**src/rtl/mem_arbiter_if.sv**
```systemverilog
// Memory-side bus between mem_arbiter and a single memory.
// The arbiter drives select and command; the memory returns data and ready.
interface mem_arbiter_if #(
   parameter int ADDR_WIDTH    = 16,
   parameter int DATABUS_WIDTH = 32
);
   logic                     mem_sel;
   logic                     mem_w;
   logic [ADDR_WIDTH-1:0]    mem_addr;
   logic [DATABUS_WIDTH-1:0] mem_wdata;
   logic [DATABUS_WIDTH-1:0] mem_rdata;
   logic                     mem_ready;

   modport master (
      output mem_sel, mem_w, mem_addr, mem_wdata,
      input  mem_rdata, mem_ready
   );

   modport slave (
      input  mem_sel, mem_w, mem_addr, mem_wdata,
      output mem_rdata, mem_ready
   );
endinterface

```
**src/rtl/mem_arbiter.sv**
```systemverilog
// N-port arbiter onto one memory: fixed or round-robin grant,
// IDLE/ACCESS/DONE sequencing with optional access timeout.
module mem_arbiter #(
   parameter int NUM_PORTS      = 9,
   parameter int ADDR_WIDTH     = 16,
   parameter int DATABUS_WIDTH  = 32,
   parameter int ARB_MODE       = 1,
   parameter int TIMEOUT_CYCLES = 16,
   localparam int GW = (NUM_PORTS > 1) ? $clog2(NUM_PORTS) : 1
) (
   input  logic                               clk,
   input  logic                               rst,
   input  logic [NUM_PORTS-1:0]               req_ind,
   input  logic [NUM_PORTS-1:0]               w_ind,
   input  logic [NUM_PORTS*ADDR_WIDTH-1:0]    addr_ind,
   input  logic [NUM_PORTS*DATABUS_WIDTH-1:0] wdata_ind,
   output logic [NUM_PORTS-1:0]               ready_ind,
   output logic [NUM_PORTS-1:0]               err_ind,
   output logic [DATABUS_WIDTH-1:0]           rdata,
   output logic                               busy,
   output logic [GW-1:0]                      grant_id,
   mem_arbiter_if.master                      mem
);

   localparam int TW = (TIMEOUT_CYCLES > 1) ? $clog2(TIMEOUT_CYCLES) : 1;
   localparam logic [TW-1:0] TLAST =
      TW'((TIMEOUT_CYCLES > 0) ? TIMEOUT_CYCLES - 1 : 0);

   typedef enum logic [1:0] {IDLE, ACCESS, DONE} state_t;

   state_t                   state;
   logic [GW-1:0]            ptr;
   logic [GW-1:0]            win;
   logic [GW-1:0]            idx;
   logic [TW-1:0]            tcnt;
   logic                     sel_q;
   logic                     w_q;
   logic [ADDR_WIDTH-1:0]    addr_q;
   logic [DATABUS_WIDTH-1:0] wdata_q;
   int                       base;

   logic [ADDR_WIDTH-1:0]    addr_arr  [NUM_PORTS];
   logic [DATABUS_WIDTH-1:0] wdata_arr [NUM_PORTS];

   for (genvar p = 0; p < NUM_PORTS; p++) begin : g_unpack
      assign addr_arr[p]  = addr_ind[p*ADDR_WIDTH +: ADDR_WIDTH];
      assign wdata_arr[p] = wdata_ind[p*DATABUS_WIDTH +: DATABUS_WIDTH];
   end

   assign base = (ARB_MODE != 0) ? int'(ptr) : 0;

   // Scan downward so the candidate nearest to base is the last one kept.
   always_comb begin
      win = '0;
      idx = '0;
      for (int i = NUM_PORTS - 1; i >= 0; i--) begin
         idx = GW'((base + i) % NUM_PORTS);
         if (req_ind[idx]) win = idx;
      end
   end

   always_ff @(posedge clk or negedge rst) begin
      if (!rst) begin
         state     <= IDLE;
         ptr       <= '0;
         tcnt      <= '0;
         grant_id  <= '0;
         sel_q     <= 1'b0;
         w_q       <= 1'b0;
         addr_q    <= '0;
         wdata_q   <= '0;
         rdata     <= '0;
         ready_ind <= '0;
         err_ind   <= '0;
         busy      <= 1'b0;
      end else begin
         ready_ind <= '0;
         err_ind   <= '0;
         unique case (state)
            IDLE: begin
               if (|req_ind) begin
                  grant_id <= win;
                  w_q      <= w_ind[win];
                  addr_q   <= addr_arr[win];
                  wdata_q  <= wdata_arr[win];
                  tcnt     <= '0;
                  sel_q    <= 1'b1;
                  busy     <= 1'b1;
                  state    <= ACCESS;
               end
            end
            ACCESS: begin
               tcnt <= tcnt + 1'b1;
               // A ready on the last allowed cycle beats the timeout.
               if (mem.mem_ready) begin
                  if (!w_q) rdata <= mem.mem_rdata;
                  ready_ind[grant_id] <= 1'b1;
                  sel_q <= 1'b0;
                  state <= DONE;
               end else if (TIMEOUT_CYCLES != 0 && tcnt == TLAST) begin
                  err_ind[grant_id] <= 1'b1;
                  sel_q <= 1'b0;
                  state <= DONE;
               end
            end
            DONE: begin
               tcnt  <= '0;
               busy  <= 1'b0;
               state <= IDLE;
               if (ARB_MODE != 0) begin
                  ptr <= (grant_id == GW'(NUM_PORTS - 1)) ?
                         '0 : grant_id + 1'b1;
               end
            end
            default: state <= IDLE;
         endcase
      end
   end

   assign mem.mem_sel   = sel_q;
   assign mem.mem_w     = w_q;
   assign mem.mem_addr  = addr_q;
   assign mem.mem_wdata = wdata_q;

endmodule

```
**src/flat_wrapper.sv**
```systemverilog
// flat-port wrapper written by rule: the top's interface ports become plain ports
module mem_arbiter_flat 
#(
   parameter int NUM_PORTS      = 9,
   parameter int ADDR_WIDTH     = 16,
   parameter int DATABUS_WIDTH  = 32,
   parameter int ARB_MODE       = 1,
   parameter int TIMEOUT_CYCLES = 16,
   localparam int GW = (NUM_PORTS > 1) ? $clog2(NUM_PORTS) : 1
)
  (clk, rst, req_ind, w_ind, addr_ind, wdata_ind, ready_ind, err_ind, rdata, busy, grant_id, mem_mem_sel, mem_mem_w, mem_mem_addr, mem_mem_wdata, mem_mem_rdata, mem_mem_ready);
  mem_arbiter_if #(.ADDR_WIDTH(ADDR_WIDTH), .DATABUS_WIDTH(DATABUS_WIDTH)) mem_i ();
  input  logic clk;
  input  logic rst;
  input  logic [NUM_PORTS-1:0] req_ind;
  input  logic [NUM_PORTS-1:0] w_ind;
  input  logic [NUM_PORTS*ADDR_WIDTH-1:0] addr_ind;
  input  logic [NUM_PORTS*DATABUS_WIDTH-1:0] wdata_ind;
  output logic [NUM_PORTS-1:0] ready_ind;
  output logic [NUM_PORTS-1:0] err_ind;
  output logic [DATABUS_WIDTH-1:0] rdata;
  output logic busy;
  output logic [GW-1:0] grant_id;
  output wire logic [$bits(mem_i.mem_sel)-1:0] mem_mem_sel;
  output wire logic [$bits(mem_i.mem_w)-1:0] mem_mem_w;
  output wire logic [$bits(mem_i.mem_addr)-1:0] mem_mem_addr;
  output wire logic [$bits(mem_i.mem_wdata)-1:0] mem_mem_wdata;
  input wire logic [$bits(mem_i.mem_rdata)-1:0] mem_mem_rdata;
  input wire logic [$bits(mem_i.mem_ready)-1:0] mem_mem_ready;
  assign mem_mem_sel = mem_i.mem_sel;
  assign mem_mem_w = mem_i.mem_w;
  assign mem_mem_addr = mem_i.mem_addr;
  assign mem_mem_wdata = mem_i.mem_wdata;
  assign mem_i.mem_rdata = mem_mem_rdata;
  assign mem_i.mem_ready = mem_mem_ready;
  mem_arbiter #(.NUM_PORTS(NUM_PORTS), .ADDR_WIDTH(ADDR_WIDTH), .DATABUS_WIDTH(DATABUS_WIDTH), .ARB_MODE(ARB_MODE), .TIMEOUT_CYCLES(TIMEOUT_CYCLES)) u_core (.clk(clk), .rst(rst), .req_ind(req_ind), .w_ind(w_ind), .addr_ind(addr_ind), .wdata_ind(wdata_ind), .ready_ind(ready_ind), .err_ind(err_ind), .rdata(rdata), .busy(busy), .grant_id(grant_id), .mem(mem_i));
endmodule
```
**config.mk**
```make
export PLATFORM = sky130hd
export DESIGN_NAME = mem_arbiter_flat
export DESIGN_NICKNAME = d
export VERILOG_FILES = /design/src/rtl/mem_arbiter_if.sv /design/src/rtl/mem_arbiter.sv /design/src/flat_wrapper.sv
export SDC_FILE = /design/constraint.sdc
export NUM_CORES = 1
export LEC_CHECK = 0
export ABC_AREA = 1
export BUFFER_PORTS_ARGS = -buffer_cell sky130_fd_sc_hd__buf_2
export CAP_MARGIN = 20
export CORE_AREA = 2 2 233 235
export DETAILED_ROUTE_END_ITERATION = 12
export DIE_AREA = 0 0 235 237
export PLACE_DENSITY = 0.58
export SETUP_SLACK_MARGIN = 0.4
export SLEW_MARGIN = 10
export SYNTH_ARGS = -nofsm -noshare
export SYNTH_HDL_FRONTEND = slang
export SYNTH_SLANG_ARGS = --single-unit
```
**constraint.sdc**
```tcl
create_clock -name clk -period 6.1 [get_ports clk]
set_input_delay 1.22 -clock clk [delete_from_list [all_inputs] [get_ports clk]]
set_output_delay 1.22 -clock clk [all_outputs]
set_load 0.05 [all_outputs]
```
# Yosys cells after proc, flatten, opt, wreduce, memory -nomap -nowiden
# Cells that the tools add are included.
# W data, S select, Z words.
[classes]
div = 9
bitwise_logic = 2
n_reduce_logical = 12
n_mux = 54
n_lt_le_gt_ge = 13
n_eq_ne = 6
addsub = 10
[ops]
columns = ["cell", "n"]
rows = [
  ["$mod A32 B5 Y32 const B", 8],
  ["$bmux W32 S4", 1],
  ["$bmux W16 S4", 1],
  ["$mux W32", 2],
  ["$lt A4 B5 Y1 const B", 11],
  ["$mux W9", 5],
  ["$mux W4", 11],
  ["$bmux W1 S4", 10],
  ["$mod A5 B5 Y32 const B", 1],
  ["$mux W16", 2],
  ["$add A4 B3 Y5 const B", 4],
  ["$mux W1", 14],
  ["$pmux W4 S3", 1],
  ["$add A4 B2 Y5 const B", 2],
  ["$reduce_or A9 Y1", 1],
  ["$add A4 B1 Y4 const B", 2],
  ["$eq A4 B4 Y1 const B", 2],
  ["$reduce_and A2 Y1", 4],
  ["$mux W2", 3],
  ["$reduce_and A3 Y1", 2],
  ["$add A4 B1 Y5 const B", 1],
  ["$add A4 B4 Y5 const B", 1],
  ["$ge A5 B5 Y1 const B", 1],
  ["$not A4 Y5", 1],
  ["other kinds (13)", 15],
]
[totals]
reg_bits = 115
out_inout_bits = 105
elab_cells = 118

# Depth between registers and ports, before layout
# Gate-level depths: netlist (run 1).
[depth]
ltp_word = 17
ltp_mapped = 43

# Worst setup path before layout (run 1)
# OpenSTA, ideal clock, no wires.
[synth_timing]
path_type = "reg-to-reg"
start = "reg u_core.ptr[0]"
end = "reg u_core.wdata_q[10] (netlist: u_core.mem.mem_wdata[10])"
setup_ps = 117
stages_incl_launch_ff = 36
path_slack_ps = 963
arrival_ps = 5019
synth_period_minus_slack_ps = 5137
cell_sequence = "dfrtp_1 buf_4 buf_2 clkbuf_1 inv_1 ha_1 xnor2_2 inv_1 ha_1 inv_1 nand3_2 nand2_2 xor2_1 inv_1 ha_1 nor2_1 nand3_1 nand2_2 nand2_4 nand2_1 xor2_2 nand3_1 nand3_2 nand2_1 nor2_1 nand2_1 nand2_1 nand2_1 nand2_4 nand2_4 buf_6 buf_2 o211ai_1 nand3_1 nand3_1 nand2_1"
[synth_between]
elab_chain_cells = 17
word_cells_on_any_way = 48
[synth_lines]
columns = ["item", "line_no", "text"]
rows = [
  ["start, declared", "mem_arbiter.sv:32", "logic [GW-1:0] ptr;"],
  ["start signal, assigned", "mem_arbiter.sv:111", "ptr <= (grant_id == GW'(NUM_PORTS - 1)) ?"],
  ["$add A4 B4 Y5", "mem_arbiter.sv:57", "idx = GW'((base + i) % NUM_PORTS);"],
  ["$mod A32 B5 Y32", "mem_arbiter.sv:57", ""],
  ["$bmux W1 S4", "mem_arbiter.sv:58", "if (req_ind[idx]) win = idx;"],
  ["$mux W1 (not written as such)", "mem_arbiter.sv:58", ""],
  ["$mux W4 (8 in series)", "mem_arbiter.sv:58", ""],
  ["$mux W4 (*)", "mem_arbiter.sv:58", ""],
  ["$not A4 Y5 (not written as such) (*)", "mem_arbiter.sv:85", "wdata_q <= wdata_arr[win];"],
  ["$bmux W32 S4 (*)", "mem_arbiter.sv:85", ""],
  ["$mux W32 (not written as such) (*) (2 in series)", "mem_arbiter.sv:85", ""],
  ["end signal, assigned", "mem_arbiter.sv:85", ""],
  ["end, declared", "mem_arbiter.sv:39", "logic [DATABUS_WIDTH-1:0] wdata_q;"],
]
# Mark *: on every way between the ends. The rest lies on a longest branch, timed or not. The select of a mux whose other input is x is not followed.
# A chain may end at the register's enable or synchronous reset.

# Worst setup path in the final report (run 1)
[layout_timing]
start = "reg u_core.ptr[2]"
end = "reg u_core.addr_q[12] (netlist: u_core.mem.mem_addr[12])"
[layout_between]
elab_chain_cells = 17
word_cells_on_any_way = 48
[layout_lines]
columns = ["item", "line_no", "text"]
rows = [
  ["$add A4 B4 Y5", "mem_arbiter.sv:57", ""],
  ["$mod A32 B5 Y32", "mem_arbiter.sv:57", ""],
  ["$bmux W1 S4", "mem_arbiter.sv:58", ""],
  ["$mux W1 (not written as such)", "mem_arbiter.sv:58", ""],
  ["$mux W4 (8 in series)", "mem_arbiter.sv:58", ""],
  ["$mux W4 (*)", "mem_arbiter.sv:58", ""],
  ["$not A4 Y5 (not written as such) (*)", "mem_arbiter.sv:84", "addr_q <= addr_arr[win];"],
  ["$bmux W16 S4 (*)", "mem_arbiter.sv:84", ""],
  ["$mux W16 (not written as such) (*) (2 in series)", "mem_arbiter.sv:84", ""],
  ["end signal, assigned", "mem_arbiter.sv:84", ""],
  ["end, declared", "mem_arbiter.sv:38", "logic [ADDR_WIDTH-1:0] addr_q;"],
]
# Marked as above.

==> results of run 1 <==
-- cell usage in the layout, fill, tap and decap left out, drive strengths merged --
cell,instances
buf,631
nand3,583
nand2,512
inv,488
dfrtp,115
nor2,110
a21oi,80
o21ai,71
ha,56
nand3b,52
mux2,32
o211ai,24
xor2,24
diode,20
clkbuf,19
nand4,10
nor3,10
xnor2,8
o31ai,4
or2,4
clkinv,4
and2,2
o22ai,2
o21bai,2
and3b,1
nor3b,1
nor4,1
nor4b,1
o41ai,1
a311o,1
a21boi,1
clkinvlp,1
bufinv,1
-- registers in the layout, indices dropped and copies added (netlist names) --
signal and count:
u_core.mem.mem_wdata 32, u_core.rdata 32, u_core.mem.mem_addr 16, u_core.err_ind 9, u_core.ready_ind 9, u_core.grant_id 4
u_core.ptr 4, u_core.tcnt 4, u_core.state 2, u_core.busy 1, u_core.mem.mem_sel 1, u_core.mem.mem_w 1
-- final cells by class --
| cell class | count | area (um2) |
|---|---|---|
| Multi-Input combinational cell | 1593 | 8490 |
| Clock buffer | 17 | 425 |
| Sequential cell | 115 | 2880 |
| Antenna cell | 20 | 50.0 |
| Clock inverter | 15 | 160 |
| Timing Repair Buffer | 633 | 3450 |
| Fill cell | 6028 | 35100 |
| Tap cell | 696 | 871 |
| Inverter | 479 | 1810 |
-- worst register-to-register path, delay by kind of cell (launching register included) --
| kind | cells | cell delay [ns] |
|---|---|---|
| AO/OA/AOI/OAI | 2 | 0.96 |
| XOR/XNOR | 1 | 0.26 |
| adder cells (fa/ha/maj) | 2 | 0.61 |
| buffers and inverters | 3 | 0.51 |
| flip-flops | 1 | 0.44 |
| AND/OR/NAND/NOR | 21 | 2.27 |
-- worst max path at each step --
stage / depth (start not counted) / slack [ns] / to / startpoint
after CTS: 34 / 0.57 / u_core.mem.mem_addr[14]$_DFFE_PN0P_ / u_core.ptr[3]$_DFFE_PN0P_
after global placement: 33 / 0.60 / u_core.mem.mem_addr[11]$_DFFE_PN0P_ / u_core.ptr[3]$_DFFE_PN0P_
after floorplan: 35 / 0.96 / u_core.mem.mem_wdata[10]$_DFFE_PN0P_ / u_core.ptr[0]$_DFFE_PN0P_
final: 29 / 0.91 / u_core.mem.mem_addr[12]$_DFFE_PN0P_ / u_core.ptr[2]$_DFFE_PN0P_
after detailed placement: 34 / 0.61 / u_core.mem.mem_addr[14]$_DFFE_PN0P_ / u_core.ptr[3]$_DFFE_PN0P_
after global routing: 39 / 0.40 / u_core.mem.mem_addr[14]$_DFFE_PN0P_ / u_core.ptr[2]$_DFFE_PN0P_
-- metal layers --
layer	global-route usage [%]	routed length (um)	vias up	share of wire, %
met5	0	72	-	0.11
met1	27.7	26800	7875	42
met3	3.86	4070	135	6.3
met4	9.86	2730	10	4.2
met2	36.3	30800	687	48
li1	-	-	8417	-
-- per-stage QoR --
| step | cell area [um2] | hold slack (ns) | util, % | setup slack, ns |
|---|---|---|---|---|
| 6_report | 18100 | 0.475 | 34.0 | 0.906 |
| 5_1_grt | 18100 | 0.508 | 34.0 | 0.404 |
| 4_1_cts | 17900 | 0.478 | 33.6 | 0.566 |
| 3_5_place_dp | 17300 | 0.460 | 32.5 | 0.610 |
| 3_3_place_gp | 17300 | 0.465 | 32.5 | 0.596 |
| 2_1_floorplan | 13700 | 0.479 | - | 0.963 |
-- timing repair --
action	4_1_cts	5_1_grt
buffers inserted	0	1
hold endpoints to repair	0	0
gates resized for setup	0	28
setup endpoints to repair	0	50
-- cell families after synthesis --
logic type,Yosys count
adder cells (fa/ha/maj),56
multiplexers,32
flip-flops,115
buffers and inverters,610
AO/OA/AOI/OAI,186
AND/OR/NAND/NOR,1284
XOR/XNOR,32
==> flow_metrics.py, run 1 <==
metrics = {
    "critical_path": {
        "crit_family": "simple AND/OR/NAND/NOR gates",
        "r2r-end": "u_core.mem.mem_addr[12]$_DFFE_PN0P_",
        "reg2reg_depth": 29,
        "timing.rr.start": "u_core.ptr[2]$_DFFE_PN0P_",
        "end_kind": "register",
        "critPathLaunchType": "register",
        "cp.required_ns": 6.43,
        "slowest_stage": "o41ai_1",
        "crit_fanout": 28,
        "crit_arrival_ns": 5.52,
        "path_common_cell": "nand2_1",
        "worst-path-buf-inv": 3,
        "r2r_slack_ns": 0.91,
        "crit_type": "reg -> reg",
        "max_stage_delay_ns": 0.53,
    },
    "clock_tree": {
        "cts_hold_buf": 0,
        "max-clock-path-buffers": 2,
        "ctsRootBufferMaster": "clkbuf_16",
        "cts_max_level": 4,
        "clock-sinks": 115,
        "clkSlewWorstSetupHoldPaths_ns": 0.06,
        "cts_buffers": 17,
        "clkLatencyLatePin_ns": 0.44,
        "cts_tree": "built",
    },
    "grt": {
        "grt_pass1_vias": 16248,
        "gr-usage-all-layers_pct": 21.9,
        "grt_pass1_wl_um": 94200,
        "grt_max_degree": 116,
        "grt-ovfl-total": 0,
        "antenna_found_initial": 30,
    },
    "synth": {
        "synth_area_um2": 13700,
        "synth_xor_area_share_pct": 2.26,
        "synth_common_cells": "nand3_1 (578), nand2_1 (478), inv_1 (455)",
        "yosys_most_used_dff": "dfrtp_1",
        "synth.avg_cell_area_um2": 5.92,
        "syn_inst": 2315,
        "synth-adder-area-share_pct": 5.11,
        "async_reset_ff_share_pct": 100,
        "ys_types": 45,
        "synth.area.mux_share_pct": 2.63,
        "synth_seq_cells": 115,
        "synth-simple-area-share_pct": 43.4,
        "synth_top_area_share_pct": 21.1,
        "synth_area_leaders": "nand3_1 (21%), dfrtp_1 (21%), nand2_1 (13%)",
        "synth_top_family_by_area": "simple AND/OR/NAND/NOR gates",
        "syn_nets": 2856,
        "ys_seq_area_share_pct": 21.0,
        "yosysTopAreaCell": "nand3_1",
        "synth_edf_count": 0,
        "synth_warnings": 0,
        "synth_compound_area_share_pct": 7.66,
        "synth.most_common_cell": "nand3_1",
    },
    "floorplan": {
        "dieWidth_um": 235,
        "die_area_um2": 55700,
        "die_y_um": 237,
        "initial_core_util_pct": 25.7,
        "ios": 590,
        "rows": 85,
        "core-area_um2": 53300,
    },
    "routing": {
        "num_vias": 17124,
        "drt_iter0_markers": 1309,
        "wl_per_cell_um": 18.1,
        "final_antenna_net_count": 0,
        "vias_per_cell": 4.80,
        "drt_drc_violations_left": 0,
        "routed_wl_um": 64500,
        "drt_pre_antenna_iters": 6,
    },
    "placed_design": {
        "dpl.hpwl_um": 49800,
        "port_buffers": 589,
        "finalWeightedCongestion": 0.958,
        "dp.cells": 3510,
    },
    "hold_path": {
        "min_path_cells": 2,
        "hp-start": "u_core.mem.mem_addr[12]$_DFFE_PN0P_",
        "hold_end": "u_core.mem.mem_addr[12]$_DFFE_PN0P_",
        "hold_path_class": "reg -> reg",
    },
    "sta": {
        "setup_viol": 0,
        "fin_setup_tns_ns": 0,
        "rsz0062_at_grt": "no",
        "fmax_ghz": 0.193,
        "fin_crit_sh_pct": 85.1,
        "hold_violations": 0,
        "drv_slew": 0,
        "skew_ns": 0.00935,
        "max_slew_margin_pct": 48.2,
        "finalCriticalPeriod_ns": 5.19,
        "worst_pin_slew_ns": 0.777,
    },
    "job": {
        "drv_cap": 0,
    },
    "final_layout": {
        "fin_cells": 3568,
        "drive_gt1_share_pct": 27.8,
        "area_growth_pct": 32.3,
        "nets": 3380,
    },
    "status": {
        "status": "completed",
    },
}
Power of run 1 is not shown: default switching activity piles up to over one toggle a cycle in this logic, so the estimate is an artifact.
==> inputs of run 2 (changes only) <==
Settings changed: REMOVE_ABC_BUFFERS set to 1, SKIP_CTS_REPAIR_TIMING set to 1.
==> run 2 against run 1 <==
Design area increased by 0.18%. Flip-flop and latch count unchanged. Non-clock buffer count increased by 6. First-iteration DRC count increased by 0.15%. Count of clock-buffer cells in the layout increased by 1. Utilization increased by 0.061 points. Clock skew decreased by 0.00060 ns. Critical path type unchanged. Critical endpoint is now u_core.mem.mem_wdata[12]$_DFFE_PN0P_. Highest routed layer unchanged.
==> flow_metrics.py, run 2 (same netlist as run 1, synthesis figures left out) <==
metrics = {
    "sta": {
        "fmax_ghz": 0.190,
        "setup_ws_ns": 0.826,
        "worst_pin_slew_ns": 1.18,
        "fin_crit_sh_pct": 86.5,
        "max_slew_margin_pct": 21.6,
        "drv_slew": 0,
        "hold_violations": 0,
        "setup_viol": 0,
        "fin_setup_tns_ns": 0,
        "rsz0062_at_grt": "no",
        "finalCriticalPeriod_ns": 5.27,
        "skew_ns": 0.00875,
    },
    "status": {
        "status": "completed",
    },
    "job": {
        "drv_cap": 0,
    },
    "placed_design": {
        "dp.cells": 3515,
        "port_buffers": 589,
        "post-place-ws_ns": 0.623,
        "dpl.hpwl_um": 54100,
        "finalWeightedCongestion": 0.985,
    },
    "critical_path": {
        "cp.required_ns": 6.44,
        "slowest_stage": "o41ai_1",
        "max_stage_delay_ns": 0.65,
        "crit_fanout": 53,
        "crit_arrival_ns": 5.61,
        "crit_type": "reg -> reg",
        "end_kind": "register",
        "path_common_cell": "nand3_1",
        "critPathLaunchType": "register",
    },
    "final_layout": {
        "fin_util_pct": 34.1,
        "nFillCells": 5977,
        "seqCellArea_um2": 2880,
        "area_growth_pct": 32.5,
        "mostFrequentLayoutCell": "buf_2",
        "nets": 3383,
        "drive_gt1_share_pct": 28.1,
        "layout_common_cells": "buf_2 (588), nand3_1 (576), nand2_1 (473)",
        "multi_input_area_um2": 8500,
        "fin_cells": 3577,
    },
    "routing": {
        "final_antenna_net_count": 0,
        "drt_drc_violations_left": 0,
        "drt_pre_antenna_iters": 5,
        "wl_per_cell_um": 19.3,
        "drt_iter0_markers": 1311,
        "routed_wl_um": 68900,
        "num_vias": 17187,
        "vias_per_cell": 4.80,
    },
    "grt": {
        "grt_pass1_vias": 16352,
        "grtUsageMet1_pct": 31.3,
        "busiest_layer": "met2",
        "grt_pass1_wl_um": 101000,
        "grt-ovfl-total": 0,
        "antenna_found_initial": 38,
        "grt_use_met2_pct": 36.6,
        "grt_max_degree": 97,
        "gr-usage-all-layers_pct": 23.8,
        "met3_usage_pct": 6.84,
    },
    "floorplan": {
        "die_y_um": 237,
        "ios": 590,
        "dieWidth_um": 235,
        "initial_core_util_pct": 25.7,
        "rows": 85,
        "die_area_um2": 55700,
        "core-area_um2": 53300,
    },
    "clock_tree": {
        "cts_tree": "built",
        "clkLatencyLatePin_ns": 0.45,
        "cts_buffers": 17,
        "clkSlewWorstSetupHoldPaths_ns": 0.06,
        "ctsRootBufferMaster": "clkbuf_16",
        "clock-sinks": 115,
        "cts_max_level": 4,
        "max-clock-path-buffers": 2,
    },
    "hold_path": {
        "hold_path_class": "reg -> reg",
    },
}
run 2: changes by cell type in the layout (fill, tap and decap cells not counted), moves of 3 or more:
cell,before,now
inv_6,6,1
xor2_1,20,17
buf_4,31,41
inv_8,5,1
clkinv_4,1,5
clkinvlp_4,1,4
xor2_2,4,7
diode_2,20,26
nand2_4,7,3
run 2: stage by stage:
| step | hold slack, ns | cell area (um2) |
|---|---|---|
| CTS | 0.495 | 17900 |
| global route | 0.513 | 18200 |
| detailed placement | 0.470 | 17300 |
| floorplan | 0.479 | 13000 |
| finish | 0.500 | 18200 |
| global placement | 0.472 | 17300 |
run 2: final cells by class:
cell class,instances,share of cell area (%)
Antenna cell,26,0.358
Sequential cell,115,15.8
Tap cell,696,4.79
Timing Repair Buffer,639,19.0
Clock inverter,14,0.861
Inverter,479,9.96
Multi-Input combinational cell,1590,46.8
Clock buffer,18,2.36
run 2: worst paths after layout:
kind,startpoint,end,slack (ns),depth (start not counted)
max reg2reg,u_core.ptr[1]$_DFFE_PN0P_,u_core.mem.mem_wdata[12]$_DFFE_PN0P_,0.83,28
max,u_core.ptr[1]$_DFFE_PN0P_,u_core.mem.mem_wdata[12]$_DFFE_PN0P_,0.83,28
min reg2reg,u_core.mem.mem_addr[12]$_DFFE_PN0P_,u_core.mem.mem_addr[12]$_DFFE_PN0P_,0.50,2
max in group asynchronous,rst,u_core.mem.mem_addr[1]$_DFFE_PN0P_,4.21,2
min,u_core.mem.mem_addr[12]$_DFFE_PN0P_,u_core.mem.mem_addr[12]$_DFFE_PN0P_,0.50,2
min in group asynchronous,rst,u_core.tcnt[1]$_DFFE_PN0P_,0.82,1
run 2: worst max-delay path, delay by kind of cell (launching register included):
kind                     cells  cell delay [ns]
buffers and inverters        4             0.78
AND/OR/NAND/NOR             18             1.94
flip-flops                   1             0.42
AO/OA/AOI/OAI                3             1.09
XOR/XNOR                     1             0.26
adder cells (fa/ha/maj)      2             0.63
run 2: metal layers:
metal,vias to the layer above,part of all wire (%)
li1,8418,-
met1,7856,43
met2,761,44
met3,136,9.3
met4,16,3.4
met5,-,0.16
Power of run 2 is left out for the same reason.
